==> src/rtl/rf_pkg.sv <==
// rf_pkg: ABI register indices, default reset values and the per-index reset value helper for regfile_mp
package rf_pkg;
  localparam int ZERO = 0;
  localparam int A0 = 4;
  localparam int A1 = 5;
  localparam int A2 = 6;
  localparam int A3 = 7;
  localparam int S7 = 23;
  localparam int SP = 29;
  localparam int MAXW = 64;
  localparam logic [MAXW-1:0] SP_INIT_DEF = 64'h7FC;
  localparam logic [MAXW-1:0] A0_INIT_DEF = 64'd30;
  localparam logic [MAXW-1:0] A1_INIT_DEF = 64'd12;
  localparam logic [MAXW-1:0] A2_INIT_DEF = 64'd3;
  localparam logic [MAXW-1:0] A3_INIT_DEF = 64'd0;
  // Register 0 is checked first so that no init value can ever land on it.
  // Values are carried at MAXW bits, which bounds the supported WIDTH.
  function automatic logic [MAXW-1:0] rst_val(input int idx, input int sp_idx,
                                              input logic [MAXW-1:0] sp_init, a0, a1, a2, a3);
    return idx == ZERO ? '0 : idx == sp_idx ? sp_init : idx == A0 ? a0 : idx == A1 ? a1 :
           idx == A2 ? a2 : idx == A3 ? a3 : '0;
  endfunction
endpackage

==> src/rtl/rf_scoreboard.sv <==
// rf_scoreboard: per-register pending bits; writes clear, issue sets, set beats clear, bit 0 stays 0
// Ports: clk, reset (async, high); we0_i/wa0_i and we1_i/wa1_i clear pend on write;
//        iss_valid_i/iss_addr_i set pend on issue; pend_o is the stored vector.
module rf_scoreboard #(
  parameter int DEPTH = 32,
  parameter int AW = $clog2(DEPTH)
) (
  input  logic             clk,
  input  logic             reset,
  input  logic             we0_i,
  input  logic [AW-1:0]    wa0_i,
  input  logic             we1_i,
  input  logic [AW-1:0]    wa1_i,
  input  logic             iss_valid_i,
  input  logic [AW-1:0]    iss_addr_i,
  output logic [DEPTH-1:0] pend_o
);
  logic [DEPTH-1:0] pend_q, pend_d;
  // Set is applied after the clears so a new producer supersedes a retiring one.
  always_comb begin
    pend_d = pend_q;
    if (we0_i) pend_d[wa0_i] = 1'b0;
    if (we1_i) pend_d[wa1_i] = 1'b0;
    if (iss_valid_i) pend_d[iss_addr_i] = 1'b1;
    pend_d[0] = 1'b0;
  end
  always_ff @(posedge clk or posedge reset)
    if (reset) pend_q <= '0;
    else pend_q <= pend_d;
  assign pend_o = pend_q;
endmodule

==> src/rtl/regfile_mp.sv <==
// regfile_mp: multi-read, dual-write register file with pending scoreboard and registered debug port
// Ports: clk, reset (async, high); rd_addr/rd_data/rd_pend are NUM_RD packed combinational read ports;
//        we0/wa0/wd0 is ALU writeback (wins collisions), we1/wa1/wd1 is load return;
//        iss_valid/iss_addr mark a destination pending; pend_vec is the full scoreboard;
//        dbg_addr selects dbg_data, shown one cycle later.
// Macro RF_BYPASS_EN: same-cycle write data is forwarded to matching read ports, which then read not pending.
module regfile_mp
  import rf_pkg::*;
#(
  parameter int WIDTH = 32,
  parameter int DEPTH = 32,
  parameter int NUM_RD = 2,
  parameter int SP_IDX = SP,
  parameter logic [WIDTH-1:0] SP_INIT = WIDTH'(SP_INIT_DEF),
  parameter logic [WIDTH-1:0] A0_INIT = WIDTH'(A0_INIT_DEF),
  parameter logic [WIDTH-1:0] A1_INIT = WIDTH'(A1_INIT_DEF),
  parameter logic [WIDTH-1:0] A2_INIT = WIDTH'(A2_INIT_DEF),
  parameter logic [WIDTH-1:0] A3_INIT = WIDTH'(A3_INIT_DEF),
  localparam int AW = $clog2(DEPTH)
) (
  input  logic                    clk,
  input  logic                    reset,
  input  logic [NUM_RD*AW-1:0]    rd_addr,
  output logic [NUM_RD*WIDTH-1:0] rd_data,
  output logic [NUM_RD-1:0]       rd_pend,
  input  logic                    we0,
  input  logic [AW-1:0]           wa0,
  input  logic [WIDTH-1:0]        wd0,
  input  logic                    we1,
  input  logic [AW-1:0]           wa1,
  input  logic [WIDTH-1:0]        wd1,
  input  logic                    iss_valid,
  input  logic [AW-1:0]           iss_addr,
  output logic [DEPTH-1:0]        pend_vec,
  input  logic [AW-1:0]           dbg_addr,
  output logic [WIDTH-1:0]        dbg_data
);
  logic [WIDTH-1:0] regs_q [DEPTH];
  logic [WIDTH-1:0] regs_d [DEPTH];
  logic [WIDTH-1:0] dbg_q, dbg_d;
  logic wv0, wv1;
  assign wv0 = we0 && wa0 != '0;
  assign wv1 = we1 && wa1 != '0;
  // Port 0 is applied last so it wins a same-address collision; register 0 is never written.
  always_comb begin
    regs_d = regs_q;
    if (wv1) regs_d[wa1] = wd1;
    if (wv0) regs_d[wa0] = wd0;
  end
  // Debug samples the pre-write contents; register 0 is always zero.
  assign dbg_d = regs_q[dbg_addr];
  always_ff @(posedge clk or posedge reset)
    if (reset) begin
      for (int i = 0; i < DEPTH; i++)
        regs_q[i] <= WIDTH'(rst_val(i, SP_IDX, MAXW'(SP_INIT), MAXW'(A0_INIT), MAXW'(A1_INIT),
                                    MAXW'(A2_INIT), MAXW'(A3_INIT)));
      dbg_q <= '0;
    end else begin
      regs_q <= regs_d;
      dbg_q <= dbg_d;
    end
  assign dbg_data = dbg_q;
  rf_scoreboard #(.DEPTH(DEPTH), .AW(AW)) u_sb (
    .clk(clk),
    .reset(reset),
    .we0_i(wv0),
    .wa0_i(wa0),
    .we1_i(wv1),
    .wa1_i(wa1),
    .iss_valid_i(iss_valid && iss_addr != '0),
    .iss_addr_i(iss_addr),
    .pend_o(pend_vec)
  );
  for (genvar k = 0; k < NUM_RD; k++) begin : g_rd
    logic [AW-1:0] a;
    assign a = rd_addr[k*AW +: AW];
`ifdef RF_BYPASS_EN
    logic h0, h1;
    assign h0 = wv0 && wa0 == a;
    assign h1 = wv1 && wa1 == a;
    assign rd_data[k*WIDTH +: WIDTH] = h0 ? wd0 : h1 ? wd1 : regs_q[a];
    assign rd_pend[k] = !(h0 || h1) && pend_vec[a];
`else
    assign rd_data[k*WIDTH +: WIDTH] = regs_q[a];
    assign rd_pend[k] = pend_vec[a];
`endif
  end
endmodule

==> config.mk <==
export PLATFORM = sky130hd
export DESIGN_NAME = regfile_mp
export DESIGN_NICKNAME = d
export VERILOG_FILES = /design/src/rtl/rf_pkg.sv /design/src/rtl/rf_scoreboard.sv /design/src/rtl/regfile_mp.sv
export SDC_FILE = /design/constraint.sdc
export NUM_CORES = 2
export LEC_CHECK = 0
export ABC_CLOCK_PERIOD_IN_PS = 115400
export CORE_MARGIN = 5
export CORE_UTILIZATION = 47
export CTS_CLUSTER_DIAMETER = 80
export DETAILED_ROUTE_END_ITERATION = 12
export PLACE_DENSITY = 0.66
export SETUP_SLACK_MARGIN = 0.3
export SLEW_MARGIN = 25
export SYNTH_ARGS = -nofsm -noshare
export SYNTH_HDL_FRONTEND = slang
export SYNTH_SLANG_ARGS = --single-unit
==> constraint.sdc <==
create_clock -name clk -period 115.4 [get_ports clk]
set_input_delay 23.08 -clock clk [delete_from_list [all_inputs] [get_ports clk]]
set_output_delay 23.08 -clock clk [all_outputs]
set_load 0.01 [all_outputs]
Word-level counts from Yosys, hierarchy flattened

Cells that the tools add are included.
W data, S select, Z words.

$lt $le $gt $ge: 15
Muxes and demuxes: 30
Bitwise logic cells: 10
Reduce and logical (&&, ||, !) cells: 11

Operators with widths:

| kind                 | count |
|---|---|
| $bwmux W1024         | 2 |
| $mux W1024           | 2 |
| $bmux W32 S5         | 3 |
| $mux W32             | 11 |
| $demux W32 S5        | 2 |
| $and A32 B32 Y32     | 2 |
| $not A32 Y32         | 2 |
| $or A32 B32 Y32      | 1 |
| $ge A6 B6 Y1 const B | 5 |
| $lt A5 B6 Y1 const B | 5 |
| $not A5 Y6           | 5 |
| $demux W1 S5         | 3 |
| $ge A5 B1 Y1 const B | 3 |
| $reduce_bool A5 Y1   | 3 |
| $lt A6 B1 Y1 const B | 2 |
| $bmux W1 S5          | 2 |
| $logic_and A1 B1 Y1  | 8 |
| $mux W1              | 5 |

Bits in registers: 1087
Bits of input ports: 99
Output and inout bits: 130
Logic and storage cells: 100

Depth between registers and ports, before layout

Word-level depth: 11
Depth in mapped cells: 8
Gate-level depth less buffers: 4

By module

From an unflattened synthesis, not the netlist that was laid out.

Cell total of the unflattened synthesis: 8368
Area, all modules: 76858.7 um2

By module, submodules not included:

| module        | times used | cells an instance | area each (um2) | sequential area each (um2) |
|---|---|---|---|---|
| regfile_mp    | 1          | 8211              | 75152.1         | 26446.6 |
| rf_scoreboard | 1          | 157               | 1706.6          | 775.7 |

Worst setup path after synthesis

Ideal clock, no wire load.

Path type: in2out
Start: input port rd_addr[6]
End: output port rd_pend[1]
Arrival: 24.557 ns
Required time: 92.320 ns
Setup slack: 67.763 ns
Stages on the path: 6
Buffers on the path: 3
Path through: buf_2 > buf_2 > buf_2 > mux4_2 > a41oi_1 > nand4_1

Cells in the longest elaborated chain, start to end: 2

Ends and longest elaborated chain:

| what                          | RTL line         | text |
|---|---|---|
| start, declared               | regfile_mp.sv:23 | `input logic [NUM_RD*AW-1:0] rd_addr,` |
| $bmux W1 S5                   | regfile_mp.sv:85 | `assign rd_pend[k] = pend_vec[a];` |
| $mux W1 (implied by the code) | regfile_mp.sv:85 |  |
| end, declared                 | regfile_mp.sv:25 | `output logic [NUM_RD-1:0] rd_pend,` |

Every way passes these cells. The select of a mux whose other input is x is not followed.

Worst setup path in the final report

Start: input port rd_addr[2]
End: output port rd_data[21]

Cells in the longest elaborated chain, start to end: 4

Ends and longest elaborated chain:

| what                                         | RTL line         | text |
|---|---|---|
| $not A5 Y6 (implied by the code)             | regfile_mp.sv:84 | `assign rd_data[k*WIDTH +: WIDTH] = regs_q[a];` |
| $bmux W32 S5                                 | regfile_mp.sv:84 |  |
| $mux W32 (implied by the code) (2 in series) | regfile_mp.sv:84 |  |
| end, declared                                | regfile_mp.sv:24 | `output logic [NUM_RD*WIDTH-1:0] rd_data,` |

Every way passes these cells. The select of a mux whose other input is x is not followed.

==> results_dict.tcl <==
set metrics [dict create \
    outcome "complete, no violations" \
    cp_slowest_stage_delay_ns 0.97 \
    p_leak_uw 0.0333 \
    multi_input_area_mm2 0.0414 \
    ioPinCount 229 \
    cts_tree "done" \
    cts_hold_buf 0 \
    finalSetupViolations 0 \
    slew_headroom_pct 18.7 \
    regArea_mm2 0.0272 \
    syn-num-nets 6516 \
    cts.sinks 1087 \
    postPlaceCellArea_mm2 0.0744 \
    drt_wl_total_um 302000 \
    via_per_inst 7.39 \
    synth_warnings 0 \
    globalRouteOverflowTotal 0 \
    syn_to_final_growth_pct 9.83 \
    peakVddDrop_mv 0.0136 \
    rows 143 \
    worst_setup_path_end_kind "output pin" \
    rr_worst_depth 3 \
    first_pass_iters 7 \
    syn_inst 6417 \
    hp-start "regs_q[1001]" \
    clkTransAtPathRegs_ns 0.06 \
    start_kind "input pin" \
    h-tree-depth 4 \
    drtIter0Drc 11633 \
    hpwl_um 164000 \
    path_class "input pin to output pin" \
    grt_pass1_wl_um 427000 \
    critical_path.cell_chain "buf_8 > buf_4 > buf_4 > mux4_2 > o22ai_1 > nor4_1 > clkdlybuf4s50_1" \
    post-route-drc-count 0 \
    worstPathRequired_ns 92.32 \
    final_common_cell "dfrtp_1" \
    netlist_area_mm2 0.0719 \
    grt_max_degree 193 \
    fin_crit_ns 51.16 \
    crit_fanout 96 \
    cts_resized 0 \
    coreArea_mm2 0.152 \
    critical_path_arrival_ns 28.08 \
    slew_violations 0 \
    crit_top_cell "buf_4" \
    synth_flop_cell "dfrtp_1" \
    gr-usage-all-layers_pct 36.5 \
    hold_ws_ns 0.416 \
    start_util_pct 47.3 \
    vias 61082 \
    ff2ff_setup_slack_ns 113.32 \
    ys_types 51 \
    cts_buffers 130 \
    synth_seq_cells 1087 \
    crit-reg2reg-launch "regs_q[71]" \
    die-area_mm2 0.161 \
    syn_area_per_cell_um2 11.2 \
    clock_latency_ns 0.79 \
    final_cell_mix "1070 x dfrtp_1, 938 x mux2i_1, 774 x mux4_2" \
    die_y_um 401 \
    antenna_found_initial 33 \
    synth_edf_count 0 \
    hold_depth 0 \
    grt_pass1_vias 57652 \
    reg2reg_to "dbg_data[7]" \
    drive_gt1_share_pct 20.9 \
    min_to "regs_q[1001]" \
    nFillCells 13032 \
    tns_ns 0 \
    stdcell_area_mm2 0.0790 \
    maxCapViolations 0 \
    rsz0062_at_grt "no" \
    min_period_over_period_pct 44.3 \
    ys_async_sr_fraction_pct 100 \
    finalHoldViolCount 0 \
    tightest_slew_ns 1.21 \
    fmax_ghz 0.0195 \
    critPathSlowestCell "nor4_1" \
    synth-seq-area-share_pct 37.8 \
    nets 6207 \
    cts_buffer_depth 3 \
    cts_setup_buffers 0 \
    gp_congestion 0.910 \
    cts_root_buf "clkbuf_16" \
    portBuffers 227 \
    hp-class "flop to flop" \
    powerDensity_mw_per_mm2 17.7 \
    chipWidth_um 401 \
    ant_nets 0 \
    wl_per_cell_um 36.6 \
    skew_ns 0.0305 \
]
[state kept, by name, indices dropped and copies added (netlist names)]
signal and cells:
regs_q 1024, dbg_data 32, u_sb.pend_o 31
[critical path, delay by kind of cell]
family                 cells  cell delay [ns]
AO/OA/AOI/OAI              1             0.10
buffers and inverters      4             3.28
multiplexers               1             0.39
AND/OR/NAND/NOR            1             0.97
[worst max path at each step]
stage                     from     endpoint  slack, ns
CTS                 rd_addr[1]  rd_data[30]      63.92
floorplan                reset  dbg_data[0]      61.75
finish              rd_addr[2]  rd_data[21]      64.24
detailed placement  rd_addr[1]  rd_data[30]      63.90
global placement    rd_addr[1]  rd_data[30]      63.93
global route        rd_addr[1]  rd_data[30]      64.14
[metal layers]
layer	global-route usage (%)	part of all wire (%)	wire, um	vias up
met5	0.743	0.11	336	-
met4	21.2	6.6	20000	24
met3	16.5	17	50200	1321
met2	49.9	42	126000	5720
met1	47.7	35	106000	30220
li1	-	-	-	23797
[per-stage QoR]
step                setup slack, ns  util (%)  std cells  total power [uW]
global route                  64.14      51.9       8238              1450
detailed placement            63.90      48.9       8000               958
CTS                           63.92      51.8       8229              1380
floorplan                     61.75         -       6417               837
global placement              63.93      49.0       7996               939
finish                        64.24      52.0       8260              1400
[Yosys cell counts, types with 16 or more instances]
master / count / area share, %
nand3_1: 17 / 0.12
o21ai_0: 369 / 2.6
nand2_1: 463 / 2.4
nor4_1: 97 / 0.84
dfrtp_1: 1070 / 37
buf_4: 73 / 0.76
buf_1: 44 / 0.23
buf_6: 43 / 0.67
mux2i_1: 938 / 13
a21oi_1: 580 / 4.0
buf_2: 170 / 1.2
a32oi_1: 58 / 0.71
o21ai_1: 51 / 0.35
clkbuf_1: 479 / 2.5
dfstp_2: 17 / 0.62
mux4_2: 774 / 24
nand3b_1: 16 / 0.17
o22ai_1: 384 / 3.3
a32o_1: 24 / 0.33
nor2_1: 598 / 3.1
[power by group]
| group | internal (uW) | leakage, uW | switching [uW] |
|---|---|---|---|
| registers | 481 | 0.0132 | 104 |
| logic | 218 | 0.0179 | 165 |
| clock network | 253 | 0.00214 | 175 |
[cell type report]
class	instances	area share, %
Antenna cell	25	0.0792
Clock buffer	197	5.04
Clock inverter	32	0.473
Inverter	14	0.0760
Multi-Input combinational cell	4505	52.4
Sequential cell	1087	34.5
Tap cell	2030	3.21
Timing Repair Buffer	370	4.31
[cell families (layout without fill, tap and decap cells)]
group	after synthesis	in the layout	synth area share [%]
other	1	26	0.00521
buffers and inverters	825	613	5.43
flip-flops	1087	1087	37.8
multiplexers	1720	1720	37.4
AO/OA/AOI/OAI	1488	1488	11.6
AND/OR/NAND/NOR	1296	1296	7.73
(Power assumes the default switching activity.)
